$ cat src/rtl/router_b_pipe_if.sv
// Operand-router bus: sequencer/Data Bank command side, temp-file write-back and AU operand side.
// master = command/AU-side driver, slave = router_b_pipe.
interface router_b_pipe_if #(
  parameter int unsigned W    = 24,
  parameter int unsigned NTMP = 4
);
  localparam int unsigned TW = $clog2(NTMP);

  logic          in_valid;
  logic          in_ready;
  logic [W-1:0]  A;
  logic [W-1:0]  B;
  logic [1:0]    sel_R;
  logic [1:0]    sel_S;
  logic [TW-1:0] tidx_R;
  logic [TW-1:0] tidx_S;
  logic          inv_R;
  logic          inv_S;
  logic [1:0]    sel_I;
  logic          tmp_we;
  logic [TW-1:0] tmp_waddr;
  logic [W-1:0]  tmp_wdata;
  logic          out_valid;
  logic          out_ready;
  logic [W-1:0]  R;
  logic [W-1:0]  S;
  logic [W-1:0]  I;
  logic          msb_R;
  logic          msb_S;

  modport master (
    output in_valid, A, B, sel_R, sel_S, tidx_R, tidx_S, inv_R, inv_S, sel_I,
           tmp_we, tmp_waddr, tmp_wdata, out_ready,
    input  in_ready, out_valid, R, S, I, msb_R, msb_S
  );

  modport slave (
    input  in_valid, A, B, sel_R, sel_S, tidx_R, tidx_S, inv_R, inv_S, sel_I,
           tmp_we, tmp_waddr, tmp_wdata, out_ready,
    output in_ready, out_valid, R, S, I, msb_R, msb_S
  );
endinterface

$ cat src/rtl/router_b_pipe.sv
// Pipelined AU operand router: R/S/I selection, NTMP-entry temp file, 2-entry skid output buffer.
// Optional macro ROUTER_B_BYPASS_EN: write-first forwarding of same-cycle temp writes into the captured operands.
module router_b_pipe #(
  parameter int unsigned W    = 24,
  parameter int unsigned NTMP = 4
) (
  input  logic           clk,
  input  logic           rst_n,
  router_b_pipe_if.slave bus
);
  typedef struct packed {
    logic [W-1:0] r;
    logic [W-1:0] s;
    logic [W-1:0] i;
  } bundle_t;

  typedef enum logic [1:0] {ST_EMPTY, ST_ONE, ST_TWO} state_t;

  logic [W-1:0] tmp [NTMP];
  logic [W-1:0] tr_c, ts_c, sr_c, ss_c;
  bundle_t      op_c;
  bundle_t      m, k;
  state_t       state;
  logic         out_valid, in_ready;
  logic         accept_c, drain_c;

  // Temp file, written back from the AU result independent of the handshake
  always_ff @(posedge clk or negedge rst_n) begin
    if (!rst_n) begin
      for (int e = 0; e < int'(NTMP); e++) tmp[e] <= '0;
    end else if (bus.tmp_we) begin
      tmp[bus.tmp_waddr] <= bus.tmp_wdata;
    end
  end

  // Operand selection for the bundle captured on accept
  always_comb begin
    tr_c = tmp[bus.tidx_R];
    ts_c = tmp[bus.tidx_S];
`ifdef ROUTER_B_BYPASS_EN
    if (bus.tmp_we && (bus.tmp_waddr == bus.tidx_R)) tr_c = bus.tmp_wdata;
    if (bus.tmp_we && (bus.tmp_waddr == bus.tidx_S)) ts_c = bus.tmp_wdata;
`endif
    case (bus.sel_R)
      2'b00:   sr_c = bus.A;
      2'b01:   sr_c = tr_c;
      2'b10:   sr_c = '0;
      default: sr_c = '1;
    endcase
    case (bus.sel_S)
      2'b00:   ss_c = bus.B;
      2'b01:   ss_c = ts_c;
      2'b10:   ss_c = '0;
      default: ss_c = '1;
    endcase
    op_c.r = bus.inv_R ? ~sr_c : sr_c;
    op_c.s = bus.inv_S ? ~ss_c : ss_c;
    case (bus.sel_I)
      2'b01:   op_c.i = W'(1);
      2'b10:   op_c.i = '1;
      default: op_c.i = '0;
    endcase
  end

  assign accept_c = bus.in_valid && in_ready;
  assign drain_c  = out_valid && bus.out_ready;

  // Skid buffer: M drives the outputs, K holds the second entry; in_ready comes from state only
  always_ff @(posedge clk or negedge rst_n) begin
    if (!rst_n) begin
      state     <= ST_EMPTY;
      m         <= '0;
      k         <= '0;
      out_valid <= 1'b0;
      in_ready  <= 1'b1;
    end else begin
      case (state)
        ST_EMPTY: begin
          if (accept_c) begin
            m         <= op_c;
            state     <= ST_ONE;
            out_valid <= 1'b1;
            in_ready  <= 1'b1;
          end
        end
        ST_ONE: begin
          if (accept_c && drain_c) begin
            m <= op_c;
          end else if (accept_c) begin
            k        <= op_c;
            state    <= ST_TWO;
            in_ready <= 1'b0;
          end else if (drain_c) begin
            state     <= ST_EMPTY;
            out_valid <= 1'b0;
          end
        end
        ST_TWO: begin
          if (drain_c) begin
            m        <= k;
            state    <= ST_ONE;
            in_ready <= 1'b1;
          end
        end
        default: begin
          state     <= ST_EMPTY;
          out_valid <= 1'b0;
          in_ready  <= 1'b1;
        end
      endcase
    end
  end

  assign bus.in_ready  = in_ready;
  assign bus.out_valid = out_valid;
  assign bus.R         = m.r;
  assign bus.S         = m.s;
  assign bus.I         = m.i;
  assign bus.msb_R     = m.r[W-1];
  assign bus.msb_S     = m.s[W-1];
endmodule

$ cat src/flat_wrapper.sv
// flat-port wrapper written by rule: the top's interface ports become plain ports
module router_b_pipe_flat 
#(
  parameter int unsigned W    = 24,
  parameter int unsigned NTMP = 4
)
  (clk, rst_n, bus_in_valid, bus_A, bus_B, bus_sel_R, bus_sel_S, bus_tidx_R, bus_tidx_S, bus_inv_R, bus_inv_S, bus_sel_I, bus_tmp_we, bus_tmp_waddr, bus_tmp_wdata, bus_out_ready, bus_in_ready, bus_out_valid, bus_R, bus_S, bus_I, bus_msb_R, bus_msb_S);
  router_b_pipe_if #(.W(W), .NTMP(NTMP)) bus_i ();
  input  logic clk;
  input  logic rst_n;
  input wire logic [$bits(bus_i.in_valid)-1:0] bus_in_valid;
  input wire logic [$bits(bus_i.A)-1:0] bus_A;
  input wire logic [$bits(bus_i.B)-1:0] bus_B;
  input wire logic [$bits(bus_i.sel_R)-1:0] bus_sel_R;
  input wire logic [$bits(bus_i.sel_S)-1:0] bus_sel_S;
  input wire logic [$bits(bus_i.tidx_R)-1:0] bus_tidx_R;
  input wire logic [$bits(bus_i.tidx_S)-1:0] bus_tidx_S;
  input wire logic [$bits(bus_i.inv_R)-1:0] bus_inv_R;
  input wire logic [$bits(bus_i.inv_S)-1:0] bus_inv_S;
  input wire logic [$bits(bus_i.sel_I)-1:0] bus_sel_I;
  input wire logic [$bits(bus_i.tmp_we)-1:0] bus_tmp_we;
  input wire logic [$bits(bus_i.tmp_waddr)-1:0] bus_tmp_waddr;
  input wire logic [$bits(bus_i.tmp_wdata)-1:0] bus_tmp_wdata;
  input wire logic [$bits(bus_i.out_ready)-1:0] bus_out_ready;
  output wire logic [$bits(bus_i.in_ready)-1:0] bus_in_ready;
  output wire logic [$bits(bus_i.out_valid)-1:0] bus_out_valid;
  output wire logic [$bits(bus_i.R)-1:0] bus_R;
  output wire logic [$bits(bus_i.S)-1:0] bus_S;
  output wire logic [$bits(bus_i.I)-1:0] bus_I;
  output wire logic [$bits(bus_i.msb_R)-1:0] bus_msb_R;
  output wire logic [$bits(bus_i.msb_S)-1:0] bus_msb_S;
  assign bus_i.in_valid = bus_in_valid;
  assign bus_i.A = bus_A;
  assign bus_i.B = bus_B;
  assign bus_i.sel_R = bus_sel_R;
  assign bus_i.sel_S = bus_sel_S;
  assign bus_i.tidx_R = bus_tidx_R;
  assign bus_i.tidx_S = bus_tidx_S;
  assign bus_i.inv_R = bus_inv_R;
  assign bus_i.inv_S = bus_inv_S;
  assign bus_i.sel_I = bus_sel_I;
  assign bus_i.tmp_we = bus_tmp_we;
  assign bus_i.tmp_waddr = bus_tmp_waddr;
  assign bus_i.tmp_wdata = bus_tmp_wdata;
  assign bus_i.out_ready = bus_out_ready;
  assign bus_in_ready = bus_i.in_ready;
  assign bus_out_valid = bus_i.out_valid;
  assign bus_R = bus_i.R;
  assign bus_S = bus_i.S;
  assign bus_I = bus_i.I;
  assign bus_msb_R = bus_i.msb_R;
  assign bus_msb_S = bus_i.msb_S;
  router_b_pipe #(.W(W), .NTMP(NTMP)) u_core (.clk(clk), .rst_n(rst_n), .bus(bus_i));
endmodule
$ cat config.mk
export PLATFORM = sky130hd
export DESIGN_NAME = router_b_pipe_flat
export DESIGN_NICKNAME = d
export VERILOG_FILES = /design/src/rtl/router_b_pipe_if.sv /design/src/rtl/router_b_pipe.sv /design/src/flat_wrapper.sv
export SDC_FILE = /design/constraint.sdc
export NUM_CORES = 1
export LEC_CHECK = 0
export CAP_MARGIN = 10
export CORE_ASPECT_RATIO = 2
export CORE_MARGIN = 10
export CORE_UTILIZATION = 40
export CTS_BUF_LIST = sky130_fd_sc_hd__clkbuf_4
export CTS_CLUSTER_DIAMETER = 30
export CTS_CLUSTER_SIZE = 40
export DETAILED_ROUTE_END_ITERATION = 7
export PLACE_DENSITY = 0.65
export SETUP_SLACK_MARGIN = 0.2
export SYNTH_ARGS = -nofsm -noshare
export SYNTH_HDL_FRONTEND = slang
export SYNTH_SLANG_ARGS = --single-unit
$ cat constraint.sdc
create_clock -name clk -period 5 [get_ports clk]
set_input_delay 1.5 -clock clk [delete_from_list [all_inputs] [get_ports clk]]
set_output_delay 1.5 -clock clk [all_outputs]
set_load 0.02 [all_outputs]
==> run metrics <==
status=complete, no violations; RSZ-0062 raised after global routing=false; CTS Sinks=200; PwrDens=264 mW/mm^2; Port Buffers=166; post-CTS setup buffer count=0; overall routed net length=29.7 mm; Final ANT Viol Nets=0; clock root buffer=clkbuf_4; R2R Setup Slk=2610 ps; mux share of post-synthesis cell area=0.243; slowest cell on the critical path=dfrtp_1; hold path cells=2; Netlist cell types=39; Synth area leaders=dfrtp_1 45%, mux2_2 9.8%, mux4_2 8.9%; area share of fa/ha/maj cells after synthesis=0.00113; Ys Warns=0; first-pass GRT wire length=47.0 mm; critical-path cell list=clkdlybuf4s50_1; Worst Path Arrival=2100 ps; Async SR Flop Fraction=1.00; TritonCTS buffer count=17; most frequent cells in the layout=199 x dfrtp_1, 163 x clkdlybuf4s50_1, 152 x nand2_1; worst r2r src=u_core.state[0]; type of origin of the critical path=register; drt first pass iters=5; synthesized area=0.0111 mm^2; Row Count=86; DP Worst Slack=1170 ps; Setup Skew=25.5 ps; num ports=167; hpwl dp=21.8 mm; RD Place Congestion=0.832; Final setup viols=0; most common cell after layout, fill and taps aside=dfrtp_1; DIE HEIGHT=255 um; Tightest Pin Transition=945 ps; Synth Area in Simple Gates=0.0878; Longest Clk Path Bufs=2; maximum vdd drop=0.139 mV; Tmin final=3600 ps; number of enable flip-flop cells after synthesis=0; leakage=5.14 nW; Initial DRC Count=679; Vias/cell=5.41; vias in the first global route=8202; Mapped Cells=922; Yosys reg bits=200; most common flop cell mapped by yosys=dfrtp_1; Final Core Density=0.476; Area after DPL=0.0128 mm^2; Tcrit/Tclk final=0.719; crit-path max FO=24; Hold Crit Class=reg2reg; share of cells above drive strength 1=0.244; # nets final=1122; # hold bufs at CTS=0; Pwr Total=3.44 mW; # DRC=0; largest net degree at the start of global routing=92; Avg Inst Size Synth=12.0 um^2; post-synthesis sequential area ratio=0.451; Setup CP Type=reg2out; total gr overflow=0; Crit path required time=3500 ps; Area Overhead vs Synth=17.7%; worst r2r dst=u_core.bus.I[0]; highest clock rate=0.278 GHz; initial antenna violation count=1; compound-cell area share of the yosys netlist=0.122; placed cells=1363; number of max-cap violations=0; Hold Worst Slack=503 ps; PostCTS Resize Cnt=0; H-tree depth=4; Initial Util=0.404; combinational family with the most area after synthesis=multiplexers; die span in x=138 um; TNS Setup=0 ps; post-route cell area=0.0131 mm^2; Die Area=0.0352 mm^2; Slew HR=0.370; via count=7544; critical path's top delay family=flip-flops; global-route usage over all layers=0.172; hold endpoint=u_core.k[62]; Clock transition at path regs=160 ps; Net Count, Synth=1014; WL/cell=21.3 um; XOR/XNOR Fraction of Synth Area=0.0379; area leader, netlist=dfrtp_1; setup ws final=1400 ps; Non-Filler Instances=1394; top cell type's share of synthesized area=0.449; final hold vios=0; fillcell total=2531; R2R depth=4; core area=0.0274 mm^2; Clk Latency, worst-skew pair=620 ps; pins over their slew limit=0; CP Capture Type=primary output; CTS tree=done; CP bufs+invs=1; hold path start=u_core.k[62]; Crit path largest cell delay=740 ps
[worst max-delay path by stage]
| stage | startpoint | to | slack [ps] | depth (start not counted) |
|---|---|---|---|---|
| after floorplan | bus_tidx_S[0] | u_core.bus.S[10] | 2110 | 6 |
| after global placement | bus_inv_R | u_core.bus.R[1] | 1200 | 6 |
| after detailed placement | bus_tidx_R[1] | u_core.bus.R[3] | 1170 | 6 |
| after CTS | u_core.bus.I[22] | bus_I[18] | 1320 | 1 |
| after global routing | u_core.bus.I[22] | bus_I[21] | 1210 | 1 |
| final | u_core.bus.I[22] | bus_I[21] | 1400 | 1 |
[Yosys cell counts (3+ instances only)]
| master | instances |
|---|---|
| dfrtp_1 | 199 |
| nand2_1 | 153 |
| mux2_2 | 97 |
| mux2i_1 | 49 |
| nor2b_1 | 49 |
| o211ai_1 | 48 |
| o21ai_1 | 48 |
| xnor2_1 | 48 |
| mux4_2 | 44 |
| o22ai_2 | 44 |
| clkbuf_1 | 32 |
| buf_4 | 30 |
| buf_2 | 25 |
| buf_6 | 5 |
| o22ai_1 | 5 |
| a2111oi_4 | 4 |
| mux4_1 | 4 |
| o21ai_0 | 4 |
| a21oi_1 | 3 |
| buf_1 | 3 |
| nand3b_1 | 3 |
| nor2_1 | 3 |
[final cells by class]
type	instances	area [um^2]	area share
Inverter	3	11.3	0.000863
Clock buffer	21	158	0.0121
Antenna cell	1	2.50	0.000192
Sequential cell	200	5010	0.383
Timing Repair Buffer	190	1860	0.143
Multi-Input combinational cell	618	5470	0.419
Clock inverter	9	104	0.00795
Tap cell	352	440	0.0337
[cells by family (layout without fill, tap and decap cells)]
kind of cell,after synthesis,count (layout)
buffers and inverters,104,223
AND/OR/NAND/NOR,215,215
multiplexers,195,195
adder cells (fa/ha/maj),1,1
other,0,1
flip-flops,200,200
XOR/XNOR,48,48
AO/OA/AOI/OAI,159,159
[registers in the layout, summed over array words and instances, names as in the netlist]
register and flops:
u_core.k 50, u_core.bus.I 2, u_core.bus.S 24, u_core.bus.out_valid 1
u_core.bus.R 24, u_core.bus.in_ready 1, u_core.tmp 96, u_core.state 2
[where the power goes]
group | switching [mW] | internal, mW | total (mW)
sequential | 0.119 | 1.76 | 1.88
combinational | 0.295 | 0.416 | 0.711
clock | 0.539 | 0.311 | 0.850
total | 0.953 | 2.49 | 3.44
[per-layer routing]
metal / GRT usage / vias to the layer above / part of all wire / wire length (um)
met5: 0 / - / 0 / 0
met3: 0.0360 / 39 / 0.057 / 1690
li1: - / 3498 / - / -
met2: 0.293 / 217 / 0.52 / 15400
met4: 0.0707 / 0 / 0.030 / 888
met1: 0.203 / 3790 / 0.39 / 11700
Power figures use the tool's default switching activity.
